<file path="src/rtl/pipeline_sequencer.sv">
// pipeline_sequencer: stall/flush controller for a five-stage pipeline.
// Arbitrates memory stalls, taken branches and RAW hazards into freeze/flush
// controls, and watches MEM-stage waits for a timeout.
// Optional feature macro: SEQ_PERF_COUNTERS_EN builds the saturating
// performance counters. Without it, the counter outputs are tied to 0.

module pipeline_sequencer #(
  parameter int TIMEOUT_CYCLES = 64,
  parameter int CNT_WIDTH      = 16
) (
  input  logic                 clk,
  input  logic                 rst,
  input  logic                 hazard_detected,
  input  logic                 branch_taken,
  input  logic                 mem_req,
  input  logic                 mem_ready,
  output logic                 freeze_if,
  output logic                 freeze_id,
  output logic                 freeze_back,
  output logic                 flush_if,
  output logic                 flush_id,
  output logic                 mem_error,
  output logic [CNT_WIDTH-1:0] hazard_stalls,
  output logic [CNT_WIDTH-1:0] mem_stalls,
  output logic [CNT_WIDTH-1:0] flushes,
  output logic [1:0]           state
);

  localparam int WAIT_W = $clog2(TIMEOUT_CYCLES + 1);
  localparam logic [WAIT_W-1:0] TIMEOUT_VAL = WAIT_W'(TIMEOUT_CYCLES);

  typedef enum logic [1:0] {
    ST_RUN      = 2'd0,
    ST_MEM_WAIT = 2'd1,
    ST_RECOVER  = 2'd2
  } state_t;

  state_t            cur_state;
  state_t            next_state;
  logic [WAIT_W-1:0] wait_cnt;
  logic [WAIT_W-1:0] wait_cnt_next;
  logic              mem_error_next;
  logic              mem_stall;

  // Once the timeout has fired the memory is treated as dead, so stalls stop.
  assign mem_stall = mem_req & ~mem_ready & ~mem_error;
  assign state     = cur_state;

  // Control arbitration: memory stall beats branch, branch beats hazard.
  always_comb begin
    freeze_if   = 1'b0;
    freeze_id   = 1'b0;
    freeze_back = 1'b0;
    flush_if    = 1'b0;
    flush_id    = 1'b0;
    if (rst) begin
      freeze_if = 1'b0;
    end else if (mem_stall) begin
      freeze_if   = 1'b1;
      freeze_id   = 1'b1;
      freeze_back = 1'b1;
    end else if (branch_taken) begin
      flush_if = 1'b1;
      flush_id = 1'b1;
    end else if (hazard_detected) begin
      // IF/PC hold; ID keeps flowing and inserts the bubble itself.
      freeze_if = 1'b1;
    end else begin
      freeze_if = 1'b0;
    end
  end

  // Next-state logic for the memory-wait watchdog.
  always_comb begin
    next_state     = cur_state;
    wait_cnt_next  = wait_cnt;
    mem_error_next = mem_error;
    case (cur_state)
      ST_RUN: begin
        if (mem_stall) begin
          next_state    = ST_MEM_WAIT;
          wait_cnt_next = WAIT_W'(1);
        end else begin
          next_state = ST_RUN;
        end
      end
      ST_MEM_WAIT: begin
        if (mem_ready) begin
          next_state    = ST_RUN;
          wait_cnt_next = '0;
        end else if (wait_cnt == TIMEOUT_VAL) begin
          next_state     = ST_RECOVER;
          mem_error_next = 1'b1;
          wait_cnt_next  = '0;
        end else begin
          wait_cnt_next = wait_cnt + WAIT_W'(1);
        end
      end
      ST_RECOVER: begin
        next_state = ST_RUN;
      end
      default: begin
        next_state    = ST_RUN;
        wait_cnt_next = '0;
      end
    endcase
  end

  // FSM state, wait counter and sticky error register.
  always_ff @(posedge clk) begin
    if (rst) begin
      cur_state <= ST_RUN;
      wait_cnt  <= '0;
      mem_error <= 1'b0;
    end else begin
      cur_state <= next_state;
      wait_cnt  <= wait_cnt_next;
      mem_error <= mem_error_next;
    end
  end

`ifdef SEQ_PERF_COUNTERS_EN
  logic hazard_cycle;

  assign hazard_cycle = ~mem_stall & ~branch_taken & hazard_detected;

  // Hazard-stall counter, saturating at all-ones.
  always_ff @(posedge clk) begin
    if (rst) begin
      hazard_stalls <= '0;
    end else if (hazard_cycle && (hazard_stalls != '1)) begin
      hazard_stalls <= hazard_stalls + CNT_WIDTH'(1);
    end else begin
      hazard_stalls <= hazard_stalls;
    end
  end

  // Memory-stall counter, saturating at all-ones.
  always_ff @(posedge clk) begin
    if (rst) begin
      mem_stalls <= '0;
    end else if (mem_stall && (mem_stalls != '1)) begin
      mem_stalls <= mem_stalls + CNT_WIDTH'(1);
    end else begin
      mem_stalls <= mem_stalls;
    end
  end

  // Flush counter, saturating at all-ones.
  always_ff @(posedge clk) begin
    if (rst) begin
      flushes <= '0;
    end else if (flush_id && (flushes != '1)) begin
      flushes <= flushes + CNT_WIDTH'(1);
    end else begin
      flushes <= flushes;
    end
  end
`else
  assign hazard_stalls = '0;
  assign mem_stalls    = '0;
  assign flushes       = '0;
`endif

endmodule

</file>
<file path="config.mk">
export PLATFORM = sky130hd
export DESIGN_NAME = pipeline_sequencer
export DESIGN_NICKNAME = d
export VERILOG_FILES = /design/src/rtl/pipeline_sequencer.sv
export SDC_FILE = /design/constraint.sdc
export NUM_CORES = 1
export LEC_CHECK = 0
export CAP_MARGIN = 5
export CORE_MARGIN = 8
export CORE_UTILIZATION = 35
export CTS_BUF_LIST = sky130_fd_sc_hd__clkbuf_8
export DETAILED_ROUTE_END_ITERATION = 8
export GPL_ROUTABILITY_DRIVEN = 1
export MAX_ROUTING_LAYER = met4
export PLACE_DENSITY = 0.75
export SLEW_MARGIN = 30
export SYNTH_ARGS = -nofsm -noshare
export SYNTH_HDL_FRONTEND = slang
export SYNTH_SLANG_ARGS = --single-unit
</file>
<file path="constraint.sdc">
create_clock -name clk -period 1.6 [get_ports clk]
set_clock_uncertainty 0.1 [all_clocks]
set_input_delay 0.4 -clock clk [delete_from_list [all_inputs] [get_ports clk]]
set_output_delay 0.4 -clock clk [all_outputs]
set_load 0.01 [all_outputs]
</file>
Yosys cells after proc, flatten, opt, wreduce, memory -nomap -nowiden --
Index checks and enable logic that the tools add are counted.
Storage, ports and cells: bits in registers 10, bits in latches 0, RAM bits 0, bits in read-only memories 0, bits of input ports 6, word-level logic and storage cells 34, memories kept 0
Cells by class: add/sub/neg operators 1, multipliers 0, divide/modulo/power cells 0, order comparisons 0, equality and inequality tests 5, shift-type cells 0, multiplexer cells 17, bitwise logic cells 5, reductions and logical operators 3
Operator list (number):
- $mux W7 | 3
- $pmux W7 S3 | 1
- $mux W1 | 10
- $add A7 B1 Y7 const B | 1
- $eq A7 B7 Y1 const B | 1
- $mux W2 | 2
- $pmux W2 S2 | 1
- $ne A3 B3 Y1 const B | 1
- $not A1 Y1 | 3
- $reduce_and A3 Y1 | 1
- $and A1 B1 Y1 | 2
- $eq A2 B1 Y1 const B | 1
- $eq A2 B2 Y1 const B | 1
- $logic_not A2 Y1 | 1
- $ne A2 B2 Y1 const B | 1
- $reduce_and A2 Y1 | 1

Logic depth before layout (Yosys ltp) --
word-level depth 5, gate-level depth with buffers 6

Worst setup path after synthesis --
No wires, ideal clock.
path type register to register, from register cur_state[0] (netlist: state[0]), to register wait_cnt[5], data arrival time 1.332 ns, required time 1.426 ns, path slack 0.093 ns, cell stages (with the launch flop) 5, buffers on the path 0, clock period less this slack 1.507 ns, cell sequence dfxtp_1 > nor3b_4 > o41ai_1 > or3_1 > a31oi_1
On the way: cells in the longest elaborated chain, start to end 3, elaborated cells on any way between the ends 7
RTL lines:
- start: declaration | RTL line 38 | state_t cur_state;
- start signal: assignment | RTL line 116 | cur_state <= next_state;
- $logic_not A2 Y1 / $eq A2 B2 Y1 (equally long branches) | RTL line 78 | case (cur_state)
- $ne A2 B2 Y1 (no line) / $not A1 Y1 (equally long branches)
- $reduce_and A2 Y1 (no line)
- end signal: assignment | RTL line 117 | wait_cnt <= wait_cnt_next;
- end: declaration | RTL line 40 | logic [WAIT_W-1:0] wait_cnt;
Parallel ways exist; a longest one is shown, timed or not. A chain may end at the register's enable or synchronous reset.

Worst setup path in the final report --
from register mem_error, to output flush_if
On the way: cells in the longest elaborated chain, start to end 4
RTL lines:
- start: declaration | RTL line 22 | output logic mem_error,
- start signal: assignment | RTL line 118 | mem_error <= mem_error_next;
- $not A1 Y1 | RTL line 46 | assign mem_stall = mem_req & ~mem_ready & ~mem_error;
- $and A1 B1 Y1 | RTL line 46
- $mux W1 | RTL line 58 | end else if (mem_stall) begin
- $mux W1 | RTL line 56 | if (rst) begin
- end: declaration | RTL line 20 | output logic flush_if,
Every way passes these cells.

==> flow_results.xml <==
<?xml version="1.0" encoding="UTF-8"?>
<metrics>
  <group name="run_status">
    <metric name="outcome" unit="">finished clean</metric>
  </group>
  <group name="routing">
    <metric name="number_of_routed_nets_with_antenna_violations" unit="">0</metric>
    <metric name="drt-vias-per-instance" unit="">4.26</metric>
    <metric name="drcViolationCount" unit="">0</metric>
    <metric name="via_count" unit="">759</metric>
    <metric name="drt-wirelength-per-cell" unit="um">12.8</metric>
    <metric name="pre_antenna_drt_iters" unit="">4</metric>
    <metric name="wl" unit="um">2280</metric>
    <metric name="drt-initial-drc-count" unit="">20</metric>
  </group>
  <group name="critical_path">
    <metric name="buffers_plus_inverters_on_the_worst_setup_path" unit="">1</metric>
    <metric name="delay_heaviest_family_cp" unit="">simple AND/OR/NAND/NOR gates</metric>
    <metric name="cpPeakStageDelay" unit="ps">310</metric>
    <metric name="critPathLaunchType" unit="">flip-flop</metric>
    <metric name="path_depth" unit="">4</metric>
    <metric name="worst_setup_end_kind" unit="">output port</metric>
    <metric name="critical_path_peak_fanout" unit="">3</metric>
    <metric name="reg2reg_depth" unit="">7</metric>
    <metric name="crit_required" unit="ps">1100</metric>
    <metric name="worstPathArrival" unit="ps">1050</metric>
    <metric name="critical_path_cell_list" unit="">nor2_2 &gt; nand2_2 &gt; and3b_1 &gt; buf_2</metric>
    <metric name="startpoint_to_endpoint_class_of_the_critical_path" unit="">reg2out</metric>
    <metric name="worst_path_max_delay_cell" unit="">sky130_fd_sc_hd__dfxtp_1</metric>
  </group>
  <group name="power">
    <metric name="p_per_area" unit="nW/um2">607</metric>
    <metric name="power" unit="mW">0.672</metric>
    <metric name="vdd.ir_drop.worst" unit="V">0.000352</metric>
    <metric name="leakagePower" unit="nW">0.554</metric>
  </group>
  <group name="die">
    <metric name="die_h" unit="um">67.5</metric>
    <metric name="chipWidth" unit="um">67.5</metric>
    <metric name="top_level_ports" unit="">62</metric>
    <metric name="initial_utilization" unit="%">37.1</metric>
    <metric name="fp.coreArea" unit="um2">2500</metric>
    <metric name="fp.dieArea" unit="um2">4560</metric>
    <metric name="std_cell_rows" unit="">18</metric>
  </group>
  <group name="yosys">
    <metric name="yosys_register_bits" unit="">10</metric>
    <metric name="synth_common_cells" unit="">50 x sky130_fd_sc_hd__buf_4, 10 x sky130_fd_sc_hd__dfxtp_1, 9 x sky130_fd_sc_hd__nor2_1</metric>
    <metric name="synth-warning-count" unit="">0</metric>
    <metric name="synth_enable_flop_cells" unit="">0</metric>
    <metric name="ys.flop_type" unit="">sky130_fd_sc_hd__dfxtp_1</metric>
    <metric name="syn_area_per_cell" unit="um2">8.00</metric>
    <metric name="yosysUniqueCellTypes" unit="">33</metric>
    <metric name="synthCells" unit="">116</metric>
    <metric name="synthArstFlopShare" unit="%">0</metric>
    <metric name="synth_top_area_share" unit="%">40.4</metric>
    <metric name="synth.cell_area" unit="um2">928</metric>
    <metric name="most_instantiated_library_cell_after_synthesis" unit="">sky130_fd_sc_hd__buf_4</metric>
    <metric name="synthTopCellsByArea" unit="">sky130_fd_sc_hd__buf_4 40%, sky130_fd_sc_hd__dfxtp_1 22%, sky130_fd_sc_hd__nor2_1 3.6%</metric>
    <metric name="synth_seq_area_share" unit="%">21.6</metric>
    <metric name="cell_taking_the_most_area_after_synthesis" unit="">sky130_fd_sc_hd__buf_4</metric>
  </group>
  <group name="placement">
    <metric name="rd_place_congestion" unit="">0.845</metric>
    <metric name="place_hpwl" unit="um">1800</metric>
    <metric name="placed_cells_incl_taps" unit="">172</metric>
    <metric name="port_buffers" unit="">13</metric>
  </group>
  <group name="run">
    <metric name="maxCapViolations" unit="">0</metric>
  </group>
  <group name="clocking">
    <metric name="cts-buffers-inserted" unit="">3</metric>
    <metric name="postCtsHoldBufs" unit="">0</metric>
    <metric name="clkLatencyLatePin" unit="ps">240</metric>
    <metric name="clock-sinks" unit="">10</metric>
    <metric name="cts.clk_slew.worst_paths" unit="ps">50</metric>
    <metric name="cts_tree" unit="">yes</metric>
    <metric name="htree_num_levels" unit="">1</metric>
    <metric name="cts.path.max_buffers" unit="">2</metric>
    <metric name="clock_tree.root_cell" unit="">sky130_fd_sc_hd__clkbuf_8</metric>
  </group>
  <group name="global_routing">
    <metric name="grt_use_total" unit="%">9.67</metric>
    <metric name="grt_overflow" unit="">0</metric>
    <metric name="antenna_found_initial" unit="">0</metric>
    <metric name="wire_length_of_the_first_global_routing_pass" unit="um">3290</metric>
    <metric name="grt_pass1_vias" unit="">757</metric>
    <metric name="grt_start_max_net_pins" unit="">11</metric>
  </group>
  <group name="sta">
    <metric name="layout_min_cycle_time" unit="ps">1550</metric>
    <metric name="final_max_slew_viols" unit="">0</metric>
    <metric name="setup-violations-final" unit="">0</metric>
    <metric name="timing.fmax" unit="MHz">646</metric>
    <metric name="min_period_over_period" unit="%">96.8</metric>
    <metric name="final_hold_viol_count" unit="">0</metric>
  </group>
  <group name="min_path">
    <metric name="hp-class" unit="">reg2reg</metric>
    <metric name="holdPathStages" unit="">1</metric>
  </group>
  <group name="final_layout">
    <metric name="num_antenna_cells" unit="">0</metric>
    <metric name="drive_above_1_share" unit="%">30.4</metric>
    <metric name="instances_no_fill" unit="">178</metric>
    <metric name="fin_nets" unit="">158</metric>
    <metric name="area.growth.synth_to_final" unit="%">19.3</metric>
  </group>
</metrics>
registers in the layout (all words and copies together), names as in the netlist:
| signal | flops |
|---|---|
| wait_cnt | 7 |
| state | 2 |
| mem_error | 1 |
final timing paths:
path,from,endpoint,slack (ps)
max,mem_error$_SDFFE_PP0P_,flush_if,50
min,wait_cnt[6]$_SDFFE_PP0P_,wait_cnt[6]$_SDFFE_PP0P_,440
max reg2reg,wait_cnt[0]$_SDFFE_PP0P_,wait_cnt[5]$_SDFFE_PP0P_,60
min reg2reg,wait_cnt[6]$_SDFFE_PP0P_,wait_cnt[6]$_SDFFE_PP0P_,440
cell usage in the layout (no fill, tap or decap), types with 2 or more instances in the layout:
cell and instances:
sky130_fd_sc_hd__clkbuf_8 3, sky130_fd_sc_hd__inv_2 2, sky130_fd_sc_hd__nor2_2 2, sky130_fd_sc_hd__conb_1 48, sky130_fd_sc_hd__buf_2 6, sky130_fd_sc_hd__nand3_1 3, sky130_fd_sc_hd__dfxtp_1 10, sky130_fd_sc_hd__nor2_1 7
sky130_fd_sc_hd__and3_1 2, sky130_fd_sc_hd__buf_4 21, sky130_fd_sc_hd__nand2b_1 2, sky130_fd_sc_hd__dlygate4sd2_1 7, sky130_fd_sc_hd__nand2_2 2, sky130_fd_sc_hd__nand2_1 4, sky130_fd_sc_hd__nand3b_1 2, sky130_fd_sc_hd__a21oi_1 4
sky130_fd_sc_hd__a31oi_1 2
area by class of cell:
| class | instances | area [um2] |
|---|---|---|
| repair buffers | 34 | 249 |
| well taps | 30 | 37.5 |
| multi-input cells | 99 | 572 |
| clock buffers | 3 | 41.3 |
| flip-flops and latches | 10 | 200 |
| inverters | 2 | 7.51 |
| fillers | 255 | 1390 |
per-layer routing:
metal / up-vias / GRT usage, % / routed length [um]
met3: 7 / 3.48 / 162
li1: 360 / - / -
met2: 36 / 17.5 / 1250
met4: 0 / 3.92 / 44
met5: - / - / 0
met1: 356 / 9.01 / 826
where the power goes:
group / internal [mW] / leakage (nW) / switching (mW)
Sequential: 0.254 / 0.0809 / 0.00302
Combinational: 0.0552 / 0.452 / 0.102
Clock: 0.164 / 0.0216 / 0.0943
repair_timing:
item                       in CTS  in global routing
pin swaps                       5                  1
gates resized for setup        38                  7
setup endpoints to repair      15                  7
buffers inserted                2                  1
kinds of logic after synthesis:
kind of cell / count (synthesis) / synth area share [%]
buffers and inverters: 54 / 42.0
AO/OA/AOI/OAI: 15 / 11.3
adder cells (fa/ha/maj): 2 / 2.69
flip-flops: 10 / 21.6
AND/OR/NAND/NOR: 34 / 22.0
other: 1 / 0.404
stage by stage:
step / worst slack, ps / TNS [ps] / hold slack (ps) / instance area [um2] / util, %
2_1_floorplan: 93.1 / 0 / 342 / 1100 / -
3_3_place_gp: -616 / -5540 / 368 / 1020 / 41.0
3_5_place_dp: -663 / -6270 / 377 / 1020 / 41.0
4_1_cts: -7.87 / -7.87 / 412 / 1070 / 42.7
5_1_grt: -48.1 / -63.4 / 453 / 1110 / 44.3
6_report: 51.7 / 0 / 443 / 1110 / 44.3
Note: power is estimated with default switching activity, not from simulation.
==> patch 1, RTL diff (same flow settings) <==
Build with the macro `SEQ_PERF_COUNTERS_EN` defined.
--- a/src/rtl/pipeline_sequencer.sv
+++ b/src/rtl/pipeline_sequencer.sv
@@ -3,6 +3,8 @@
 // controls, and watches MEM-stage waits for a timeout.
 // Optional feature macro: SEQ_PERF_COUNTERS_EN builds the saturating
 // performance counters. Without it, the counter outputs are tied to 0.
+
+`define SEQ_PERF_COUNTERS_EN
 
 module pipeline_sequencer #(
   parameter int TIMEOUT_CYCLES = 64,
Formal check against the unedited RTL: not equivalent (a bounded check fails within 4 cycles, from zero or initial values and one cycle with rst high).
==> patch 1 against the unedited design <==
The run now ends with setup timing left. Utilization is 26 points higher. Design area grew to 5.2 times the old value. Sequential cell count is 48 higher. Cell count grew to 3.7 times the old value. Routed wire length grew to 5.6 times the old value. Largest power group is now registers. Power grew to 4.5 times the old value. Worst setup slack worse by 0.46 ns. Area after synthesis grew to 3.2 times the old value.
==> patch 1: results <==
metrics = {
    "logic_synthesis": {
        "synthDistinctLibCells": 44,
        "synth_area_per_cell_um2": 8.37,
        "synth_commonest_cells": "58 x dfxtp_1, 34 x a21oi_1, 27 x nor2_1",
        "seq_area_frac_synth": 0.387,
    },
    "run_status": {
        "status": "finished with violations",
        "violations": "setup timing",
    },
    "timing": {
        "setup_viol_count_final": 53,
        "tns_ns": -12.10,
        "setup_slack_ns": -0.412,
        "holdWs_ns": 0.287,
    },
    "final_layout": {
        "nNetsFinal": 566,
        "stdcell_count": 665,
        "nFillCells": 559,
        "drive_above_1_share": 0.564,
    },
    "drt": {
        "wl_met1_mm": 4.95,
        "wl_met3_um": 753,
        "drt-total-wl_mm": 12.8,
        "vias_per_cell": 5.92,
        "met2_length_mm": 6.74,
        "firstDrtPassIters": 5,
        "drt_iter0_drc": 169,
    },
    "placement": {
        "dp_cells": 603,
        "portBuffers": 61,
        "gp_congestion": 0.886,
        "dp_hpwl_mm": 6.87,
    },
    "grt": {
        "grt_usage": 0.194,
        "grt_max_degree": 28,
        "grt_first_pass_wirelength_mm": 17.9,
        "grt_pass1_vias": 3624,
    },
    "clock_network": {
        "htreeDepth": 3,
        "numCtsBuffers": 9,
        "clk_latency_ns": 0.35,
    },
    "pwr": {
        "p_leak_uw": 0.00228,
        "ir_drop_v": 0.000408,
    },
    "worst_setup_path": {
        "rr_endpoint": "hazard_stalls[12]",
        "r2r-start": "hazard_stalls[6]",
        "critPathMaxFanout": 4,
        "critical_path_arrival_ns": 1.51,
        "reg2reg_depth": 5,
        "rrSetupSlack_ns": -0.38,
    },
    "worst_hold_path": {
        "hp-start": "rst",
        "min_path_type": "in2reg",
    },
}
[patch 1: cell families (layout without fill, tap and decap cells)]
family / after synthesis / after routing / synth area share
simple gates: 164 / 165 / 0.318
mux: 9 / 9 / 0.0330
buf+inv: 28 / 229 / 0.0401
xor+xnor: 5 / 5 / 0.0146
fa+ha+maj: 5 / 5 / 0.0209
compound gates: 89 / 89 / 0.186
flops: 58 / 58 / 0.387
[patch 1: final cells by class]
class                   instances  share of cell area
clock buffers                  11              0.0262
repair buffers                205               0.312
clock inverters                 5             0.00325
multi-input cells             273               0.416
inverters                       8             0.00629
flip-flops and latches         58               0.213
well taps                     105              0.0228
[patch 1: timing repair]
item                                    CTS  global route
pin swaps                                35            44
buffers inserted                         27            19
gates cloned                              3             0
endpoints found under the setup margin  109            90
resized for setup                       198           114
hold endpoints to repair                  0             0
[patch 1: layer usage]
layer | vias to the layer above | GRT usage
met4 | 0 | 0.0743
met2 | 186 | 0.338
met3 | 41 | 0.0309
li1 | 1795 | -
met5 | - | -
met1 | 1914 | 0.216
[patch 1: critical path, stage by stage (launching register included)]
cell and delay [ns]:
dfxtp_2 0.32, or3b_4 0.43, buf_4 0.17, a21oi_4 0.13, buf_6 0.12
[patch 1: how the worst max path moves through the flow]
| stage | from | end | cells past startpoint |
|---|---|---|---|
| floorplan | mem_ready | mem_stalls[13] | 5 |
| global placement | mem_req | freeze_if | 5 |
| detailed placement | mem_req | mem_stalls[13] | 6 |
| CTS | mem_error | mem_stalls[13] | 4 |
| global route | hazard_stalls[6] | hazard_stalls[12] | 5 |
| finish | mem_error | freeze_if | 4 |
[patch 1: where the power goes]
group | switching [uW] | leakage, uW | internal, uW
clock network | 612 | 0.000106 | 620
registers | 12.7 | 0.000489 | 1440
logic | 182 | 0.00169 | 179
[patch 1: stage by stage]
stage	area [um^2]	worst slack, ns	total power, uW	util
after global placement	4630	-0.989	1730	0.560
after global routing	5770	-0.443	3140	0.699
after detailed placement	4630	-1.04	1740	0.560
final	5770	-0.412	3050	0.699
after floorplan	3290	-0.413	1620	-
after CTS	5270	-0.397	2970	0.639
==> patch 2, RTL diff (same flow settings) <==
Without the edit above. Put one more register stage on the output `mem_error`. The value now appears one clock later. The other outputs are not delayed to match.
--- a/src/rtl/pipeline_sequencer.sv
+++ b/src/rtl/pipeline_sequencer.sv
@@ -35,6 +35,8 @@
     ST_RECOVER  = 2'd2
   } state_t;
 
+  logic mem_error_s0;
+
   state_t            cur_state;
   state_t            next_state;
   logic [WAIT_W-1:0] wait_cnt;
@@ -43,7 +45,7 @@
   logic              mem_stall;
 
   // Once the timeout has fired the memory is treated as dead, so stalls stop.
-  assign mem_stall = mem_req & ~mem_ready & ~mem_error;
+  assign mem_stall = mem_req & ~mem_ready & ~mem_error_s0;
   assign state     = cur_state;
 
   // Control arbitration: memory stall beats branch, branch beats hazard.
@@ -74,7 +76,7 @@
   always_comb begin
     next_state     = cur_state;
     wait_cnt_next  = wait_cnt;
-    mem_error_next = mem_error;
+    mem_error_next = mem_error_s0;
     case (cur_state)
       ST_RUN: begin
         if (mem_stall) begin
@@ -111,11 +113,11 @@
     if (rst) begin
       cur_state <= ST_RUN;
       wait_cnt  <= '0;
-      mem_error <= 1'b0;
+      mem_error_s0 <= 1'b0;
     end else begin
       cur_state <= next_state;
       wait_cnt  <= wait_cnt_next;
-      mem_error <= mem_error_next;
+      mem_error_s0 <= mem_error_next;
     end
   end
 
@@ -162,5 +164,9 @@
   assign flushes       = '0;
 `endif
 
+  always_ff @(posedge clk) begin
+    mem_error <= mem_error_s0;
+  end
+
 endmodule
 
Behaviour: no difference found for any inputs over 10 cycles, from zero or initial values and one cycle with rst high; that may be too few to reach the edited logic, so the function may still have changed.
==> patch 2 against the unedited design <==
Clock power rose by 6%. Sequential cell count rose by 1. Design area fell by 3.6%. Routed wire length fell by 5.9%. Area after synthesis fell by 1.3%. Die area fell by 1.0%. Worst setup slack got worse by 0.050 ns. Power rose by 4.4%. Non-clock buffer count fell by 6. Highest routed layer unchanged.
==> patch 2: results <==
metrics = {
    "worst_setup_path": {
        "critical_path.startpoint": "mem_ready",
        "critPathMaxFanout": 5,
        "critical_path.top_delay_family": "buffers and inverters",
        "max_stage_delay_ns": 0.39,
        "reg2reg_depth": 5,
        "rrSetupSlack_ns": 0.06,
        "crit_slowest_cell": "or3b_4",
        "critical_path_arrival_ns": 1.66,
        "r2r-start": "wait_cnt[0]",
        "rr_endpoint": "wait_cnt[5]",
    },
    "grt": {
        "use_met2": 0.152,
        "antenna_found_initial": 0,
        "grtUsageMet1": 0.0887,
        "grt_pass1_vias": 753,
        "grt_use_met3": 0.0215,
        "grt_usage": 0.0905,
        "grt_max_degree": 9,
        "grt_first_pass_wirelength_mm": 3.13,
    },
    "worst_hold_path": {
        "hp-start": "mem_error_s0",
        "holdPathEnd": "mem_error",
    },
    "final_layout": {
        "nNetsFinal": 153,
        "nFillCells": 257,
        "diodes": 0,
        "drive_above_1_share": 0.229,
        "regMostFlops": "wait_cnt",
        "area_growth_pct": 16.5,
    },
    "pwr": {
        "p_leak_uw": 0.000536,
        "ir_drop_v": 0.000335,
        "p_sw_frac": 0.294,
    },
    "run_status": {
        "status": "finished, final reports clean",
    },
    "placement": {
        "dp_cells": 168,
        "portBuffers": 13,
        "dpl-instance-area_um2": 980,
        "gp_congestion": 0.753,
        "dp_hpwl_mm": 1.58,
    },
    "logic_synthesis": {
        "synthDistinctLibCells": 27,
        "seq_area_frac_synth": 0.240,
        "yosysWarnings": 0,
        "synth_area_per_cell_um2": 7.90,
        "ys_top_cells_by_area": "buf_4 41%, dfxtp_1 24%, nor2_1 4.1%, a21oi_1 3.3%, nand3b_1 3.3%",
        "synth_commonest_cells": "50 x buf_4, 11 x dfxtp_1, 10 x nor2_1",
        "ys.flop_type": "dfxtp_1",
        "async_flop_share": 0,
    },
    "drt": {
        "vias": 723,
        "routedWlPerCell_um": 12.4,
        "vias_per_cell": 4.16,
        "drt_iter0_drc": 15,
    },
    "clock_network": {
        "numCtsBuffers": 3,
        "cts.clk_slew.worst_paths_ns": 0.05,
    },
}
-- patch 2: changes by cell type after synthesis, sizes merged, moves of 2 or more --
cell	unedited run	this run
o21ai	1	3
or2	2	0
nand3b	2	4
nand2	6	4
-- patch 2: layout make-up --
class | count | share of cell area
clock buffer | 3 | 0.0387
clock inverter | 1 | 0.00352
multi-input combinational | 99 | 0.497
sequential | 11 | 0.209
tap | 30 | 0.0352
inverter | 2 | 0.00703
timing repair buffer | 28 | 0.210
-- patch 2: repair_timing --
item                       in CTS  in global routing
gates resized for setup        34                  9
setup buffers                   2                  0
hold buffers                    0                  0
setup endpoints to repair      15                  9
pin swaps                       8                  2
-- patch 2: how the worst max path moves through the flow --
| stage | endpoint | slack [ns] |
|---|---|---|
| 3_3_place_gp | flush_id | -0.63 |
| 5_1_grt | wait_cnt[6] | -0.03 |
| 4_1_cts | wait_cnt[5] | 0.003 |
| 2_1_floorplan | wait_cnt[5] | 0.02 |
| 3_5_place_dp | flush_if | -0.67 |
| 6_report | wait_cnt[5] | 0.002 |
-- patch 2: power by group through the flow --
stage               clock, uW  sequential [uW]  combinational (uW)
floorplan                   0              288                 173
global placement            0              287                 136
finish                    274              282                 145
CTS                       289              281                 133
global route              304              283                 161
detailed placement          0              287                 137
-- patch 2: cell families after synthesis --
group           after synthesis  share of synthesized area
simple gates                 33                      0.199
compound gates               16                      0.107
fa+ha+maj                     2                     0.0273
other cells                   1                    0.00409
buf+inv                      53                      0.422
flops                        11                      0.240
-- patch 2: through the flow --
stage | hold WS, ns | worst slack [ns] | setup TNS (ns)
4_1_cts | 0.378 | 0.00268 | 0
5_1_grt | 0.394 | -0.0316 | -0.0601
3_3_place_gp | 0.363 | -0.627 | -7.08
6_report | 0.379 | 0.00189 | 0
3_5_place_dp | 0.361 | -0.671 | -7.31
2_1_floorplan | 0.264 | 0.0199 | 0
-- patch 2: per-layer routing --
metal  wire length, um  vias up
li1                  -      347
met1               834      333
met2              1100       40
met3               176        3
met4                38        0
met5                 0        -
